**src/rtl/spike_rate_display_if.sv**
```systemverilog
// Connection bundle between a spike source and the spike-rate display block.
// master drives the spike level and enable; slave returns the display outputs.
interface spike_rate_display_if;
    logic       ena;
    logic       spike_in;
    logic [6:0] segments;
    logic       overflow;
    logic       window_done;

    modport master (
        output ena,
        output spike_in,
        input  segments,
        input  overflow,
        input  window_done
    );

    modport slave (
        input  ena,
        input  spike_in,
        output segments,
        output overflow,
        output window_done
    );
endinterface

```
**src/rtl/spike_rate_display.sv**
```systemverilog
// Counts rising edges of spike_in over a gate window, latches the saturated count
// at window close and shows it as one hex digit; the decimal point flags saturation.
module spike_rate_display #(
    parameter int unsigned WINDOW_CYCLES = 1000,
    parameter int unsigned CNT_WIDTH     = 4
) (
    input logic                 clk,
    input logic                 rst,
    spike_rate_display_if.slave bus
);

    localparam int unsigned WinWidth = (WINDOW_CYCLES > 2) ? $clog2(WINDOW_CYCLES) : 1;
    localparam logic [WinWidth-1:0]  WinLast = WinWidth'(WINDOW_CYCLES - 1);
    localparam logic [CNT_WIDTH-1:0] CntMax  = {CNT_WIDTH{1'b1}};

    typedef enum logic {StCount, StLatch} state_e;

    state_e               state_q;
    logic [WinWidth-1:0]  win_cnt_q;
    logic [CNT_WIDTH-1:0] spk_cnt_q;
    logic [CNT_WIDTH-1:0] disp_val_q;
    logic                 spike_prev_q;
    logic                 ovf_acc_q;
    logic                 overflow_q;
    logic                 window_done_q;

    logic                 edge_det;
    logic                 cnt_at_max;
    logic [CNT_WIDTH-1:0] spk_cnt_inc;
    logic [3:0]           digit;
    logic [6:0]           seg;

    always_comb begin
        edge_det    = bus.spike_in & ~spike_prev_q;
        cnt_at_max  = (spk_cnt_q == CntMax);
        spk_cnt_inc = cnt_at_max ? spk_cnt_q : spk_cnt_q + CNT_WIDTH'(1);
    end

    always_ff @(posedge clk or posedge rst) begin
        if (rst) begin
            state_q       <= StCount;
            win_cnt_q     <= '0;
            spk_cnt_q     <= '0;
            disp_val_q    <= '0;
            spike_prev_q  <= 1'b0;
            ovf_acc_q     <= 1'b0;
            overflow_q    <= 1'b0;
            window_done_q <= 1'b0;
        end else if (!bus.ena) begin
            window_done_q <= 1'b0;
        end else begin
            spike_prev_q  <= bus.spike_in;
            window_done_q <= 1'b0;
            unique case (state_q)
                StCount: begin
                    if (edge_det) begin
                        spk_cnt_q <= spk_cnt_inc;
                        if (cnt_at_max) begin
                            ovf_acc_q <= 1'b1;
                        end
                    end
                    if (win_cnt_q == WinLast) begin
                        win_cnt_q <= '0;
                        state_q   <= StLatch;
                    end else begin
                        win_cnt_q <= win_cnt_q + WinWidth'(1);
                    end
                end
                StLatch: begin
                    // An edge landing in this cycle still belongs to the closing window.
                    disp_val_q    <= edge_det ? spk_cnt_inc : spk_cnt_q;
                    overflow_q    <= ovf_acc_q | (cnt_at_max & edge_det);
                    window_done_q <= 1'b1;
                    spk_cnt_q     <= '0;
                    ovf_acc_q     <= 1'b0;
                    win_cnt_q     <= '0;
                    state_q       <= StCount;
                end
                default: state_q <= StCount;
            endcase
        end
    end

    assign digit = 4'(disp_val_q);

    always_comb begin
        seg = 7'h3F;
        unique case (digit)
            4'h0: seg = 7'h3F;
            4'h1: seg = 7'h06;
            4'h2: seg = 7'h5B;
            4'h3: seg = 7'h4F;
            4'h4: seg = 7'h66;
            4'h5: seg = 7'h6D;
            4'h6: seg = 7'h7D;
            4'h7: seg = 7'h07;
            4'h8: seg = 7'h7F;
            4'h9: seg = 7'h6F;
            4'hA: seg = 7'h77;
            4'hB: seg = 7'h7C;
            4'hC: seg = 7'h39;
            4'hD: seg = 7'h5E;
            4'hE: seg = 7'h79;
            4'hF: seg = 7'h71;
            default: seg = 7'h3F;
        endcase
    end

    assign bus.segments    = seg;
    assign bus.overflow    = overflow_q;
    // Pulse is suppressed while paused so a frozen block never reports a window.
    assign bus.window_done = window_done_q & bus.ena;

endmodule

```
**src/flat_wrapper.sv**
```systemverilog
// flat-port wrapper written by rule: the top's interface ports become plain ports
module spike_rate_display_flat 
#(
    parameter int unsigned WINDOW_CYCLES = 1000,
    parameter int unsigned CNT_WIDTH     = 4
)
  (clk, rst, bus_ena, bus_spike_in, bus_segments, bus_overflow, bus_window_done);
  spike_rate_display_if bus_i ();
  input logic clk;
  input logic rst;
  input wire logic [$bits(bus_i.ena)-1:0] bus_ena;
  input wire logic [$bits(bus_i.spike_in)-1:0] bus_spike_in;
  output wire logic [$bits(bus_i.segments)-1:0] bus_segments;
  output wire logic [$bits(bus_i.overflow)-1:0] bus_overflow;
  output wire logic [$bits(bus_i.window_done)-1:0] bus_window_done;
  assign bus_i.ena = bus_ena;
  assign bus_i.spike_in = bus_spike_in;
  assign bus_segments = bus_i.segments;
  assign bus_overflow = bus_i.overflow;
  assign bus_window_done = bus_i.window_done;
  spike_rate_display #(.WINDOW_CYCLES(WINDOW_CYCLES), .CNT_WIDTH(CNT_WIDTH)) u_core (.clk(clk), .rst(rst), .bus(bus_i));
endmodule
```
**config.mk**
```make
export PLATFORM = sky130hd
export DESIGN_NAME = spike_rate_display_flat
export DESIGN_NICKNAME = d
export VERILOG_FILES = /design/src/rtl/spike_rate_display_if.sv /design/src/rtl/spike_rate_display.sv /design/src/flat_wrapper.sv
export SDC_FILE = /design/constraint.sdc
export NUM_CORES = 1
export LEC_CHECK = 0
export CORE_ASPECT_RATIO = 1.1
export CORE_UTILIZATION = 30
export CTS_BUF_LIST = sky130_fd_sc_hd__clkbuf_16
export CTS_CLUSTER_SIZE = 28
export DETAILED_ROUTE_END_ITERATION = 12
export HOLD_SLACK_MARGIN = 0.1
export PLACE_DENSITY = 0.47
export SYNTH_ARGS = -nofsm -noshare
export SYNTH_HDL_FRONTEND = slang
export SYNTH_SLANG_ARGS = --single-unit
```
**constraint.sdc**
```tcl
create_clock -name clk -period 3.5 [get_ports clk]
set_clock_uncertainty 0.2 [all_clocks]
set_input_delay 0.7 -clock clk [delete_from_list [all_inputs] [get_ports clk]]
set_output_delay 0.7 -clock clk [all_outputs]
set_load 0.1 [all_outputs]
```
==> run summary <==
The worst hold path belongs to the class reg2reg. The total die area is 4960 um^2. The smallest clock period supported by the final layout is computed as 2.85 ns.

STA classifies the critical path startpoint as a flip-flop. Static timing analysis puts the maximum clock frequency at between 0.3 and 0.4 GHz. The reported max-cap violation count came out at 0. The filler cells instantiated in the layout total 446. The worst endpoint required time came out at 2.60 ns. The worst IR drop on VDD came out at 0.340 mV. The critical path contains buffers and inverters numbering 4 combined. The clock insertion delay at the later pin of the skew report came out at 0.25 ns. The ratio of cells with drive above 1 in the final layout is 11.7%. The placed wire-length estimate after detailed placement came out at between 2 and 2.5 mm.

The clock slew seen by the registers of the worst setup and hold paths came out at 0.06 ns. After clock tree synthesis, the repair step resized 0 gates. The maximum number of pins on one net before global-route repair is 24. The effective utilization at floorplan came out at 31.9%. The slew at the pin closest to its max-slew limit came out at 0.889 ns.

The worst setup path is captured at a primary output. The number of distinct library cell variants in the gate-level netlist after synthesis came out at 39. Counting the buffers created by CTS gives 3.

The gate count of the mapped netlist came out at 151. The area used by sequential logic in the layout is 576 um^2. The first-pass GRT wire length came out at 4.72 mm. A synthesized cell averages 9.31 um^2. The net count after synthesis came out at 164.

The worst setup path is of the reg2out kind. The run finished with clean final reports. The final net count is 177.

The number of antenna diodes came out at 0. The share of flip-flops with an asynchronous set or reset came out at 100%. The arrival time at the worst endpoint came out at 1.95 ns.

The total of hold buffers inserted after clock tree synthesis came out at 0. The die is ~74 um tall. Sequential elements use 41.0% of the synthesized area. The first TritonRoute pass finished after 3 iterations. The total number of clock tree sinks came out at 23. The total global routing track utilization came out at 12.5%. The critical path goes through inv_1 -> ha_1 -> inv_1 -> mux4_2 -> inv_1 -> buf_4. The final global-route overflow total came out at 0. For this run, the slowest stage of the critical path takes between 0.4 and 0.5 ns. The area growth from synthesis to layout is 16.7%. The via density per instance came out at 4.95. The count of nets left with antenna violations after detail routing came out at 0.

Counting stages on the worst path, the most repeated cell is sky130_fd_sc_hd__inv_1. For this run, design rule violations remaining after detail routing come to 0. Grouping stages by cell kind, the critical path spends the most delay in buffers and inverters. In this run the core area contains 25 standard-cell rows. The overall via count from detail_route came out at 1,075. The total detailed-routing wirelength is 2.70 mm. The power density over the cells is 551 nW/um^2. During placement, the flow inserted port buffers numbering 12. Routability-driven placement finished with a final weighted congestion of about 0.70. Of all nets on the critical path, the largest fanout is 6. TritonCTS built the clock tree.

The die outline width is 67.3 um. By area the synthesized netlist is led by sky130_fd_sc_hd__dfrtp_1 41%, sky130_fd_sc_hd__ha_1 8.0%, sky130_fd_sc_hd__o21ai_0 5.0%, sky130_fd_sc_hd__nand2_1 4.5%, sky130_fd_sc_hd__xnor2_1 3.7%. For this run, the number of Yosys warnings is 0. The post-synthesis cell type with the largest combined area is sky130_fd_sc_hd__dfrtp_1.

In this run the number of H-tree levels came out at 1. In this run the clock root is driven by a sky130_fd_sc_hd__clkbuf_16. The total count of max-transition violations in the final report is 0. In the final routed layout, each cell accounts on average for 12.4 um. The total power came out at 904 uW. The initial antenna violation count came out at 0.

The post-CTS setup repair buffer count came out at 0. The core outline area is 4410 um^2. The worst path uses 81.4% of the clock period. The count of flip-flops with a built-in enable after synthesis came out at 0. The synthesized design devotes to its leading area cell type 41.0% of total area.

Setup repair after global routing left no endpoint under its margin. The number of setup violations in the final report came out at 0. The detailed router finished its first iteration with 13 violations. For this design, the slowest cell found on the critical path is sky130_fd_sc_hd__dfrtp_1.

Counting flops and latches in the post-synthesis netlist gives 23. The multi-input gate area in the final layout is 754 um^2. The max-slew headroom at the worst pin came out at 40.7%. The via count of the first global-routing pass is 1,041. The maximum buffer depth of the clock tree is 2. The number of hold violations in the final report is 0. The final total negative setup slack is 0 ns. The post-synth design cell area came out at around 1400 um^2. The number of I/O pins came out at 13. The leakage dissipation is 0.000721 uW. The flip-flop cell with the highest count after synthesis is sky130_fd_sc_hd__dfrtp_1.
==> placed cells by master, fill, tap and decap left out, drive strengths merged, types with 4 or more instances in the layout <==
master,Yosys,layout
dfrtp,23,23
nand2,17,17
o21ai,14,14
inv,12,13
nor2,11,11
buf,2,10
ha,9,9
a21oi,7,7
xnor2,6,6
nor3,4,4
==> metal layers <==
layer	wire length, um	up-vias	GRT usage (%)
li1	-	553	-
met1	1210	510	14.6
met2	1420	10	23.2
met3	59	2	2.33
met4	14	0	2.84
met5	0	-	0
==> kinds of logic after synthesis <==
family | count (synthesis) | share of synthesized area, %
AOI/OAI and AO/OA | 35 | 16.1
DFF | 23 | 41.0
adders and majority gates | 9 | 8.01
xor gates and xnor gates | 6 | 3.74
buffers and inverters | 17 | 5.34
muxes | 6 | 5.34
and+or+nand+nor | 55 | 20.5
==> final cells by class <==
cell class	count	area share, %
multi-input cells	111	46.0
clock buffers	3	4.58
clock inverters	1	0.229
repair buffers	13	7.18
flip-flops and latches	23	35.1
inverters	12	2.75
well taps	54	4.12
==> per-stage QoR <==
stage	std cells	hold WS [ns]	setup slack, ns	cell area, um^2	utilization [%]
finish	217	0.295	0.652	1640	37.2
global route	217	0.324	0.526	1640	37.2
CTS	217	0.298	0.631	1640	37.2
detailed placement	213	0.280	0.909	1560	35.4
global placement	213	0.272	0.922	1560	35.4
floorplan	151	0.263	0.218	1410	-
==> flip-flops by register name (all words and copies together), names as in the netlist <==
name                  count
u_core.bus.overflow       1
u_core.digit              4
u_core.ovf_acc_q          1
u_core.spike_prev_q       1
u_core.spk_cnt_q          4
u_core.state_q            1
u_core.win_cnt_q         10
u_core.window_done_q      1
==> where the power goes <==
part           switching [uW]  internal, uW
sequential               75.9           324
combinational             155           108
clock                    88.4           152
==> Yosys cell counts, types with 2 or more instances <==
| master | instances |
|---|---|
| sky130_fd_sc_hd__o31ai_1 | 2 |
| sky130_fd_sc_hd__o21ai_0 | 14 |
| sky130_fd_sc_hd__and3_1 | 2 |
| sky130_fd_sc_hd__nor3_1 | 4 |
| sky130_fd_sc_hd__nand2b_1 | 3 |
| sky130_fd_sc_hd__clkbuf_1 | 3 |
| sky130_fd_sc_hd__ha_1 | 9 |
| sky130_fd_sc_hd__xnor2_1 | 6 |
| sky130_fd_sc_hd__mux2i_1 | 3 |
| sky130_fd_sc_hd__a21o_1 | 2 |
| sky130_fd_sc_hd__nand2_1 | 17 |
| sky130_fd_sc_hd__nor2b_1 | 3 |
| sky130_fd_sc_hd__a31oi_1 | 2 |
| sky130_fd_sc_hd__mux2_2 | 2 |
| sky130_fd_sc_hd__nand4_1 | 2 |
| sky130_fd_sc_hd__nor3b_1 | 2 |
| sky130_fd_sc_hd__o22ai_1 | 2 |
| sky130_fd_sc_hd__nand3_1 | 3 |
| sky130_fd_sc_hd__dfrtp_1 | 23 |
| sky130_fd_sc_hd__a21oi_1 | 7 |
| sky130_fd_sc_hd__inv_1 | 12 |
| sky130_fd_sc_hd__nor2_1 | 11 |
==> worst register-to-register path, delay by kind of cell, from the launching register on <==
family / cells / cell delay, ns
simple gates: 2 / 0.52
flops: 1 / 0.41
fa+ha+maj: 1 / 0.27
compound gates: 2 / 0.38
==> worst paths after layout <==
| path | start | endpoint | slack (ns) | cells past startpoint |
|---|---|---|---|---|
| max reg2reg | u_core.win_cnt_q[0] | u_core.win_cnt_q[3] | 1.65 | 5 |
| max | u_core.digit[1] | bus_segments[3] | 0.65 | 6 |
| min | u_core.bus.overflow | u_core.bus.overflow | 0.29 | 2 |
| min reg2reg | u_core.bus.overflow | u_core.bus.overflow | 0.29 | 2 |
| max in group asynchronous | rst | u_core.spk_cnt_q[3] | 1.82 | 2 |
| min in group asynchronous | rst | u_core.win_cnt_q[1] | 0.74 | 2 |
(Power assumes the default switching activity.)
